[src/rtl/needle_feeder_if.sv]
`default_nettype none
// ============================================================================
// Module      : needle_feeder_if
// Description : Handshake bundle around the needle feeder.
//               cand_*  : candidate stream from the hash cores (valid/ready)
//               chk_*   : hash/target out to the needle comparator, reward back
//               found_* : winning-result stream downstream (valid/ready)
//               master  : the feeder's view.
//               slave   : the view of the cores, comparator and result sink.
// Revision    : 1.0 - initial release
// ============================================================================
interface needle_feeder_if;
  logic         cand_valid;
  logic         cand_ready;
  logic [255:0] cand_hash;
  logic [31:0]  cand_nonce;
  logic [255:0] chk_hash;
  logic [255:0] chk_target;
  logic [31:0]  chk_reward;
  logic         found_valid;
  logic         found_ready;
  logic [31:0]  found_nonce;
  logic [31:0]  found_reward;

  modport master (
    input  cand_valid, cand_hash, cand_nonce, chk_reward, found_ready,
    output cand_ready, chk_hash, chk_target, found_valid, found_nonce, found_reward
  );

  modport slave (
    output cand_valid, cand_hash, cand_nonce, chk_reward, found_ready,
    input  cand_ready, chk_hash, chk_target, found_valid, found_nonce, found_reward
  );
endinterface
`default_nettype wire

[src/rtl/needle_feeder.sv]
`default_nettype none
// ============================================================================
// Module      : needle_feeder
// Description : Initiator side of the needle check. Queues {nonce, hash}
//               candidates in a small FIFO, presents them one at a time to
//               the needle comparator together with the active target,
//               samples the reward CHK_LAT cycles later and forwards winning
//               nonces downstream.
// Ports       : clk, rst_n           - clock, async active-low reset
//               target_in/target_load - target update (accepted in IDLE only)
//               bus (master)          - candidate, comparator, result streams
//               busy                  - FSM active or FIFO non-empty
//               checked_count         - candidates evaluated (wrapping)
//               found_count           - winners delivered (wrapping)
// Revision    : 1.0 - initial release
// ============================================================================
module needle_feeder #(
  parameter int DEPTH   = 4,
  parameter int CHK_LAT = 1,
  parameter int CNT_W   = 32
) (
  input  logic             clk,
  input  logic             rst_n,
  input  logic [255:0]     target_in,
  input  logic             target_load,
  needle_feeder_if.master  bus,
  output logic             busy,
  output logic [CNT_W-1:0] checked_count,
  output logic [CNT_W-1:0] found_count
);

  localparam int AW  = (DEPTH > 1) ? $clog2(DEPTH) : 1;
  localparam int WCW = (CHK_LAT > 1) ? $clog2(CHK_LAT) : 1;
  localparam logic [AW:0]    C_FULL      = (AW+1)'(DEPTH);
  localparam logic [WCW-1:0] C_WAIT_INIT = WCW'(CHK_LAT - 1);

  localparam logic [1:0] S_IDLE   = 2'd0;
  localparam logic [1:0] S_WAIT   = 2'd1;
  localparam logic [1:0] S_REPORT = 2'd2;

  logic [1:0]       r_state;
  logic [1:0]       w_state_nxt;

  logic [255:0]     r_hash_mem  [DEPTH];
  logic [31:0]      r_nonce_mem [DEPTH];
  logic [AW-1:0]    r_wr_ptr;
  logic [AW-1:0]    r_rd_ptr;
  logic [AW:0]      r_count;
  logic             w_full;
  logic             w_empty;
  logic             w_push;
  logic             w_pop;
  logic             w_sample;
  logic             w_win;
  logic             w_ack;

  logic [255:0]     r_chk_hash;
  logic [255:0]     r_chk_target;
  logic [31:0]      r_nonce;
  logic [WCW-1:0]   r_wait_cnt;
  logic             r_found_valid;
  logic [31:0]      r_found_nonce;
  logic [31:0]      r_found_reward;
  logic [CNT_W-1:0] r_checked;
  logic [CNT_W-1:0] r_found;

  // --------------------------------------------------------------------------
  // Candidate FIFO. Ready depends only on current occupancy, so a pop in the
  // same cycle as a full FIFO never opens the door for a push.
  // --------------------------------------------------------------------------
  assign w_full  = (r_count == C_FULL);
  assign w_empty = (r_count == '0);
  assign w_push  = bus.cand_valid && !w_full;

  always_ff @(posedge clk) begin
    if (w_push) begin
      r_hash_mem[r_wr_ptr]  <= bus.cand_hash;
      r_nonce_mem[r_wr_ptr] <= bus.cand_nonce;
    end
  end

  always_ff @(posedge clk or negedge rst_n) begin
    if (!rst_n) begin
      r_wr_ptr <= '0;
      r_rd_ptr <= '0;
      r_count  <= '0;
    end else begin
      if (w_push) r_wr_ptr <= r_wr_ptr + AW'(1);
      if (w_pop)  r_rd_ptr <= r_rd_ptr + AW'(1);
      case ({w_push, w_pop})
        2'b10:   r_count <= r_count + (AW+1)'(1);
        2'b01:   r_count <= r_count - (AW+1)'(1);
        default: r_count <= r_count;
      endcase
    end
  end

  // --------------------------------------------------------------------------
  // FSM: state register
  // --------------------------------------------------------------------------
  always_ff @(posedge clk or negedge rst_n) begin
    if (!rst_n) r_state <= S_IDLE;
    else        r_state <= w_state_nxt;
  end

  // --------------------------------------------------------------------------
  // FSM: next state
  // --------------------------------------------------------------------------
  always_comb begin
    w_state_nxt = r_state;
    case (r_state)
      S_IDLE:   if (!w_empty) w_state_nxt = S_WAIT;
      S_WAIT:   if (r_wait_cnt == '0)
                  w_state_nxt = (bus.chk_reward != '0) ? S_REPORT : S_IDLE;
      S_REPORT: if (r_found_valid && bus.found_ready) w_state_nxt = S_IDLE;
      default:  w_state_nxt = S_IDLE;
    endcase
  end

  // --------------------------------------------------------------------------
  // FSM: per-state strobes
  // --------------------------------------------------------------------------
  always_comb begin
    w_pop    = 1'b0;
    w_sample = 1'b0;
    w_ack    = 1'b0;
    case (r_state)
      S_IDLE:   w_pop    = !w_empty;
      S_WAIT:   w_sample = (r_wait_cnt == '0);
      S_REPORT: w_ack    = r_found_valid && bus.found_ready;
      default:  ;
    endcase
  end

  assign w_win = w_sample && (bus.chk_reward != '0);

  // --------------------------------------------------------------------------
  // Datapath. A target load and a pop in the same IDLE cycle both land on the
  // same edge, so the comparator sees the new target alongside the new hash.
  // --------------------------------------------------------------------------
  always_ff @(posedge clk or negedge rst_n) begin
    if (!rst_n) begin
      r_chk_hash     <= '1;
      r_chk_target   <= '0;
      r_nonce        <= '0;
      r_wait_cnt     <= '0;
      r_found_valid  <= 1'b0;
      r_found_nonce  <= '0;
      r_found_reward <= '0;
      r_checked      <= '0;
      r_found        <= '0;
    end else begin
      if ((r_state == S_IDLE) && target_load) r_chk_target <= target_in;

      if (w_pop) begin
        r_chk_hash <= r_hash_mem[r_rd_ptr];
        r_nonce    <= r_nonce_mem[r_rd_ptr];
        r_wait_cnt <= C_WAIT_INIT;
      end else if ((r_state == S_WAIT) && (r_wait_cnt != '0)) begin
        r_wait_cnt <= r_wait_cnt - WCW'(1);
      end

      if (w_sample) r_checked <= r_checked + CNT_W'(1);

      if (w_win) begin
        r_found_valid  <= 1'b1;
        r_found_nonce  <= r_nonce;
        r_found_reward <= bus.chk_reward;
      end else if (w_ack) begin
        r_found_valid  <= 1'b0;
        r_found        <= r_found + CNT_W'(1);
      end
    end
  end

  assign bus.cand_ready   = !w_full;
  assign bus.chk_hash     = r_chk_hash;
  assign bus.chk_target   = r_chk_target;
  assign bus.found_valid  = r_found_valid;
  assign bus.found_nonce  = r_found_nonce;
  assign bus.found_reward = r_found_reward;
  assign busy             = (r_state != S_IDLE) || !w_empty;
  assign checked_count    = r_checked;
  assign found_count      = r_found;

endmodule
`default_nettype wire
[src/flat_wrapper.sv]
// flat-port wrapper written by rule: the top's interface ports become plain ports
module needle_feeder_flat 
#(
  parameter int DEPTH   = 4,
  parameter int CHK_LAT = 1,
  parameter int CNT_W   = 32
)
  (clk, rst_n, target_in, target_load, busy, checked_count, found_count, bus_cand_valid, bus_cand_hash, bus_cand_nonce, bus_chk_reward, bus_found_ready, bus_cand_ready, bus_chk_hash, bus_chk_target, bus_found_valid, bus_found_nonce, bus_found_reward);
  needle_feeder_if bus_i ();
  input  logic clk;
  input  logic rst_n;
  input  logic [255:0] target_in;
  input  logic target_load;
  output logic busy;
  output logic [CNT_W-1:0] checked_count;
  output logic [CNT_W-1:0] found_count;
  input wire logic [$bits(bus_i.cand_valid)-1:0] bus_cand_valid;
  input wire logic [$bits(bus_i.cand_hash)-1:0] bus_cand_hash;
  input wire logic [$bits(bus_i.cand_nonce)-1:0] bus_cand_nonce;
  input wire logic [$bits(bus_i.chk_reward)-1:0] bus_chk_reward;
  input wire logic [$bits(bus_i.found_ready)-1:0] bus_found_ready;
  output wire logic [$bits(bus_i.cand_ready)-1:0] bus_cand_ready;
  output wire logic [$bits(bus_i.chk_hash)-1:0] bus_chk_hash;
  output wire logic [$bits(bus_i.chk_target)-1:0] bus_chk_target;
  output wire logic [$bits(bus_i.found_valid)-1:0] bus_found_valid;
  output wire logic [$bits(bus_i.found_nonce)-1:0] bus_found_nonce;
  output wire logic [$bits(bus_i.found_reward)-1:0] bus_found_reward;
  assign bus_i.cand_valid = bus_cand_valid;
  assign bus_i.cand_hash = bus_cand_hash;
  assign bus_i.cand_nonce = bus_cand_nonce;
  assign bus_i.chk_reward = bus_chk_reward;
  assign bus_i.found_ready = bus_found_ready;
  assign bus_cand_ready = bus_i.cand_ready;
  assign bus_chk_hash = bus_i.chk_hash;
  assign bus_chk_target = bus_i.chk_target;
  assign bus_found_valid = bus_i.found_valid;
  assign bus_found_nonce = bus_i.found_nonce;
  assign bus_found_reward = bus_i.found_reward;
  needle_feeder #(.DEPTH(DEPTH), .CHK_LAT(CHK_LAT), .CNT_W(CNT_W)) u_core (.clk(clk), .rst_n(rst_n), .target_in(target_in), .target_load(target_load), .bus(bus_i), .busy(busy), .checked_count(checked_count), .found_count(found_count));
endmodule
[config.mk]
export PLATFORM = sky130hd
export DESIGN_NAME = needle_feeder_flat
export DESIGN_NICKNAME = d
export VERILOG_FILES = /design/src/rtl/needle_feeder_if.sv /design/src/rtl/needle_feeder.sv /design/src/flat_wrapper.sv
export SDC_FILE = /design/constraint.sdc
export NUM_CORES = 2
export LEC_CHECK = 0
export CORE_AREA = 2 2 481 483
export DETAILED_ROUTE_END_ITERATION = 12
export DIE_AREA = 0 0 483 485
export PLACE_DENSITY = 0.51
export RECOVER_POWER = 25
export SYNTH_ARGS = -nofsm -noshare
export SYNTH_HDL_FRONTEND = slang
export SYNTH_SLANG_ARGS = --single-unit
[constraint.sdc]
create_clock -name clk -period 9 [get_ports clk]
set_input_delay 1.8 -clock clk [delete_from_list [all_inputs] [get_ports clk]]
set_output_delay 1.8 -clock clk [all_outputs]
set_load 0.02 [all_outputs]
=== Word level (Yosys, flattened, before mapping) ===
Memory sizes are Yosys's and may differ from the RTL's. A register that Yosys moved wholly into a read port is not among the register bits.
Cells that the tools add are included.

* Bits in registers: 395
* Latch bits: 0
* RAM bits: 1152
* ROM bits: 0
* Output and inout bits: 643
* Memories kept: 2

{| class="wikitable"
|+ Memory list
! name !! words !! bits a word !! read ports !! clocked after Yosys merged registers in !! wr ports !! RTL line !! RTL
|-
| u_core.r_hash_mem || 4 || 256 || 1 || 1 || 1 || needle_feeder.sv:44 || <nowiki>logic [255:0] r_hash_mem [DEPTH];</nowiki>
|-
| u_core.r_nonce_mem || 4 || 32 || 1 || 1 || 1 || needle_feeder.sv:45 || <nowiki>logic [31:0] r_nonce_mem [DEPTH];</nowiki>
|}

* Add/subtract/negate cells: 7
* Multipliers: 0
* Divide/modulo/power cells: 0
* $lt $le $gt $ge: 0
* Eq/ne operators: 8
* Shift operators: 0
* Muxes and demuxes: 15
* Bitwise logic cells: 2
* Reduce and logical (&&, ||, !) cells: 19

{| class="wikitable"
|+ Operators by type and width
! operator !! count
|-
| $add A32 B1 Y32 const B || 2
|-
| $reduce_bool A32 Y1 || 1
|-
| $mux W1 || 9
|-
| $mux W2 || 4
|-
| $reduce_bool A2 Y1 || 4
|-
| $pmux W2 S3 || 1
|-
| $pmux W3 S2 || 1
|-
| $logic_and A1 B1 Y1 || 5
|-
| $add A2 B1 Y2 const B || 2
|-
| $eq A2 B1 Y1 const B || 2
|-
| $eq A2 B2 Y1 const B || 2
|-
| $logic_not A1 Y1 || 4
|-
| $ne A2 B2 Y1 const B || 2
|-
| $add A3 B1 Y3 const B || 1
|-
| $eq A3 B3 Y1 const B || 1
|-
| $logic_not A3 Y1 || 1
|-
| $reduce_and A3 Y1 || 1
|-
| $sub A3 B1 Y3 const B || 1
|-
| $logic_not A2 Y1 || 1
|-
| $ne A2 B1 Y1 const B || 1
|-
| $not A1 Y1 || 2
|-
| $reduce_and A2 Y1 || 1
|-
| $logic_or A1 B1 Y1 || 1
|-
| $sub A1 B1 Y1 const B || 1
|}

=== Depth between registers and ports, before layout ===
* Depth in word-level cells: 5
* Mapped depth: 11
* Gate-level depth less buffers: 10

=== Worst setup path after synthesis ===
Ideal clock, no wire load.

* Kind: input to register
* From: input bus_cand_valid
* To: memory u_core.r_hash_mem[0][0] (enable)
* Data arrival time: 8.402 ns
* Data required time: 8.311 ns
* Path slack: -0.091 ns
* Stages on the path: 1
* Cell sequence: and3_1

* Word-level cells in the longest chain between the ends: 3

{| class="wikitable"
|+ RTL lines
! what !! RTL line !! RTL
|-
| start: declaration || flat_wrapper.sv:17 || <nowiki>input wire logic [$bits(bus_i.cand_valid)-1:0] bus_cand_valid;</nowiki>
|-
| $logic_and A1 B1 Y1 || needle_feeder.sv:73 || <nowiki>assign w_push = bus.cand_valid && !w_full;</nowiki>
|-
| $mux W1 || needle_feeder.sv:76 || <nowiki>if (w_push) begin</nowiki>
|-
| $mux W1 (not written as such) || needle_feeder.sv:77 || <nowiki>r_hash_mem[r_wr_ptr] <= bus.cand_hash;</nowiki>
|-
| end: declaration || needle_feeder.sv:44 ||
|}

No other way between the ends.

=== Worst setup path in the final report ===
* From: register u_core.r_count[1]
* To: output busy

* Word-level cells in the longest chain between the ends: 3

{| class="wikitable"
|+ RTL lines
! what !! RTL line !! RTL
|-
| start: declaration || needle_feeder.sv:48 || <nowiki>logic [AW:0] r_count;</nowiki>
|-
| start signal: assignment || needle_feeder.sv:91 || <nowiki>2'b10: r_count <= r_count + (AW+1)'(1);</nowiki>
|-
| start signal: assignment || needle_feeder.sv:92 || <nowiki>2'b01: r_count <= r_count - (AW+1)'(1);</nowiki>
|-
| start signal: assignment || needle_feeder.sv:93 || <nowiki>default: r_count <= r_count;</nowiki>
|-
| $logic_not A3 Y1 || needle_feeder.sv:72 || <nowiki>assign w_empty = (r_count == '0);</nowiki>
|-
| $logic_not A1 Y1 || -- ||
|-
| $logic_or A1 B1 Y1 || needle_feeder.sv:182 || <nowiki>assign busy = (r_state != S_IDLE) || !w_empty;</nowiki>
|-
| end: declaration || flat_wrapper.sv:14 || <nowiki>output logic busy;</nowiki>
|}

No other way between the ends.

==> results.ini <==
[synthesis]
synth_edf_count = 1152
net_count_of_the_mapped_netlist = 4308
synthesis.instances = 3719
synth_async_sr_flop_share = 0.372
syn_avg_cell_area_um2 = 18.2
yosys_most_used_dff = sky130_fd_sc_hd__edfxtp_1
synth_seq_cells = 1835
yosysWarnings = 0
netlist_area_um2 = 67800
count_of_unique_library_cells_instantiated_by_yosys = 41
register_area_share_after_synthesis = 0.767

[cts]
cts_hold_buffers = 0
cts_made_buffers = 197
cts_tree = done
clk-insertion-delay-late_ns = 0.83
cts_max_level = 4
cts.sinks = 1835
clk_pin_slew_ns = 0.06
max-clock-path-buffers = 3
postCtsSetupRepairBufs = 0
ctsResizeCount = 0
cts-root-buf = sky130_fd_sc_hd__clkbuf_16

[global_route]
first_pass_grt_wire_length_um = 309000
grt_pass1_vias = 39300
grt_use_total = 0.184
grt_max_degree = 131
grt_residual_overflow = 0
grt_antenna_before_repair = 178

[critical_path]
path_max_fanout = 3
worstSetupEndpointType = output pin
cp.required_ns = 7.20
critical_path.startpoint_type = register
timing_worst_setup_path_type = register to output pin
crit_arrival_ns = 2.39

[route]
antenna_left = 0
detail_route.drc_violations = 0
detail_route.iter0.violations = 2319
totalWireLength_um = 219000
detail_route.first_pass.iterations = 5
route.detailed.vias_per_inst = 4.58
vias_after_detailed_routing = 37800
routedWlPerCell_um = 26.5

[die]
die-area_um2 = 234000
fp.dieW_um = 483
fp.dieH_um = 485
placementRows = 176
initial_standard_cell_utilization_of_the_core = 0.296
core_footprint_um2 = 229000
top_level_ports = 1224

[sta]
post-route-period-util = 0.466
tightestPinTransition_ns = 1.35
setup_repair_after_global_routing_missed_its_margin = no
finalSetupTns_ns = 0
timing_hold_violations_final = 0
finalWorstPathRequiredPeriod_ns = 4.19
timing.max_slew.rel_slack = 0.0973
timing_max_transition_violations_final = 0
setup_viol = 0
max_freq_ghz = 0.239
hold-worst-slack_ns = 0.454
setup_skew_ns = 0.0442
fin_ws_ns = 4.81

[placed_design]
pre_cts_slack_ns = 4.25
numPortBuffers = 1223
detailed_place_hpwl_um = 152000
gp_routability_congestion = 0.885

[power]
sw_frac_of_total = 0.341
ir_worst_vdd_mv = 0.265
clock_power_share = 0.246
power_density_over_the_cells_nw_per_um2 = 371
combinational_cell_fraction_of_total_power = 0.356
switchingPower_mw = 11.5
power_leakage_nw = 33.0
internal_power_mw = 22.1
p_seq_frac = 0.398

[cells_and_area]
filler_cell_count = 21200
post_route_cells_drive_above_1_share = 0.233
layout.cells.most_common_list = sky130_fd_sc_hd__edfxtp_1, sky130_fd_sc_hd__clkdlybuf4s50_1, sky130_fd_sc_hd__nand2_1
layout.cells.most_common = sky130_fd_sc_hd__edfxtp_1
final_nets = 5602
area_growth_syn_to_layout_pct = 33.3

[flow_run]
max_cap_violations = 0

[run_status]
run_status = complete, no violations

[hold_path]
hold_path_class = register to register

==> final cells by class <==
cell class                      instances  area (um2)  area share
Multi-Input combinational cell       1701       15100       0.167
Inverter                               12        52.6    0.000581
Antenna cell                           39        97.6     0.00108
Clock inverter                         92        1060      0.0117
Timing Repair Buffer                 1266       12800       0.141
Sequential cell                      1835       52000       0.575
Clock buffer                          281        5590      0.0618
Tap cell                             3026        3790      0.0419
==> critical path, stage by stage, from the launching register on <==
cell and delay, ns:
sky130_fd_sc_hd__dfrtp_1 0.41, sky130_fd_sc_hd__nor3_2 0.19, sky130_fd_sc_hd__buf_4 0.24, sky130_fd_sc_hd__nand2_1 0.14, sky130_fd_sc_hd__clkdlybuf4s50_1 0.57
==> layer usage <==
| layer | global-route usage | wire length (um) | vias up |
|---|---|---|---|
| met5 | 0 | 388 | - |
| met4 | 0.0720 | 9770 | 66 |
| met3 | 0.0640 | 16900 | 550 |
| met2 | 0.322 | 112000 | 1294 |
| met1 | 0.206 | 80200 | 19400 |
| li1 | - | - | 16500 |
==> power by group through the flow <==
stage | Sequential [mW] | Combinational [mW] | Clock (mW)
3_3_place_gp | 13.5 | 12.2 | 0
6_report | 13.4 | 11.9 | 8.26
4_1_cts | 13.4 | 12.3 | 8.51
3_5_place_dp | 13.6 | 12.3 | 0
2_1_floorplan | 15.1 | 5.10 | 0
5_1_grt | 13.7 | 12.8 | 8.85
==> through the flow <==
stage	area, um2	std cells	power [mW]	util
final	90400	8252	33.6	0.395
after global routing	90400	8237	35.3	0.395
after CTS	90300	8213	34.2	0.394
after detailed placement	83700	7840	25.8	0.365
after global placement	83700	7840	25.7	0.365
after floorplan	67800	3719	20.2	-
==> Yosys cell counts, types with 22 or more instances <==
cell                       number  share of area
sky130_fd_sc_hd__nand3_1       22         0.0016
sky130_fd_sc_hd__buf_1         22         0.0012
sky130_fd_sc_hd__mux2_2       296          0.049
sky130_fd_sc_hd__buf_2         74         0.0055
sky130_fd_sc_hd__clkbuf_1      64         0.0035
sky130_fd_sc_hd__mux4_2       288          0.096
sky130_fd_sc_hd__dfrtp_1      427           0.16
sky130_fd_sc_hd__nand2_1      892          0.049
sky130_fd_sc_hd__xnor2_1       47         0.0061
sky130_fd_sc_hd__mux2_1        26         0.0043
sky130_fd_sc_hd__edfxtp_1    1152           0.51
sky130_fd_sc_hd__dfstp_2      256          0.099
==> logic make-up (layout without fill, tap and decap cells) <==
| logic type | count (synthesis) | after routing | share of synthesized area |
|---|---|---|---|
| xor gates and xnor gates | 68 | 68 | 0.00878 |
| buffers and inverters | 183 | 1651 | 0.0121 |
| muxes | 610 | 610 | 0.149 |
| and+or+nand+nor | 1011 | 1011 | 0.0615 |
| AOI/OAI and AO/OA | 4 | 4 | 0.000295 |
| adders and majority gates | 8 | 8 | 0.00159 |
| DFF | 1835 | 1835 | 0.767 |
| other | 0 | 39 | 0 |
==> flip-flops by register name (all words and copies together) (netlist names), 2 cells and up <==
name,flops
u_core.bus.found_nonce,32
u_core.r_rd_ptr,2
u_core.checked_count,32
u_core.r_count,3
u_core.r_wr_ptr,2
u_core.bus.chk_target,256
u_core.r_hash_mem,1024
u_core.bus.chk_hash,256
u_core.r_state,2
u_core.r_nonce_mem,128
u_core.r_nonce,32
u_core.bus.found_reward,32
u_core.found_count,32
==> final timing paths <==
kind / end / cells past startpoint / from / slack (ns)
worst max-delay path: busy / 4 / u_core.r_count[1] / 4.81
worst min-delay path: u_core.bus.chk_hash[85] / 2 / u_core.bus.chk_hash[85] / 0.45
worst max register to register: u_core.bus.chk_hash[168] / 8 / u_core.r_count[1] / 5.36
worst min register to register: u_core.bus.chk_hash[85] / 2 / u_core.bus.chk_hash[85] / 0.45
max in group asynchronous: u_core.bus.chk_target[14] / 3 / rst_n / 5.98
min in group asynchronous: u_core.r_nonce[20] / 1 / rst_n / 1.00
Note: power is estimated with default switching activity, not from simulation.
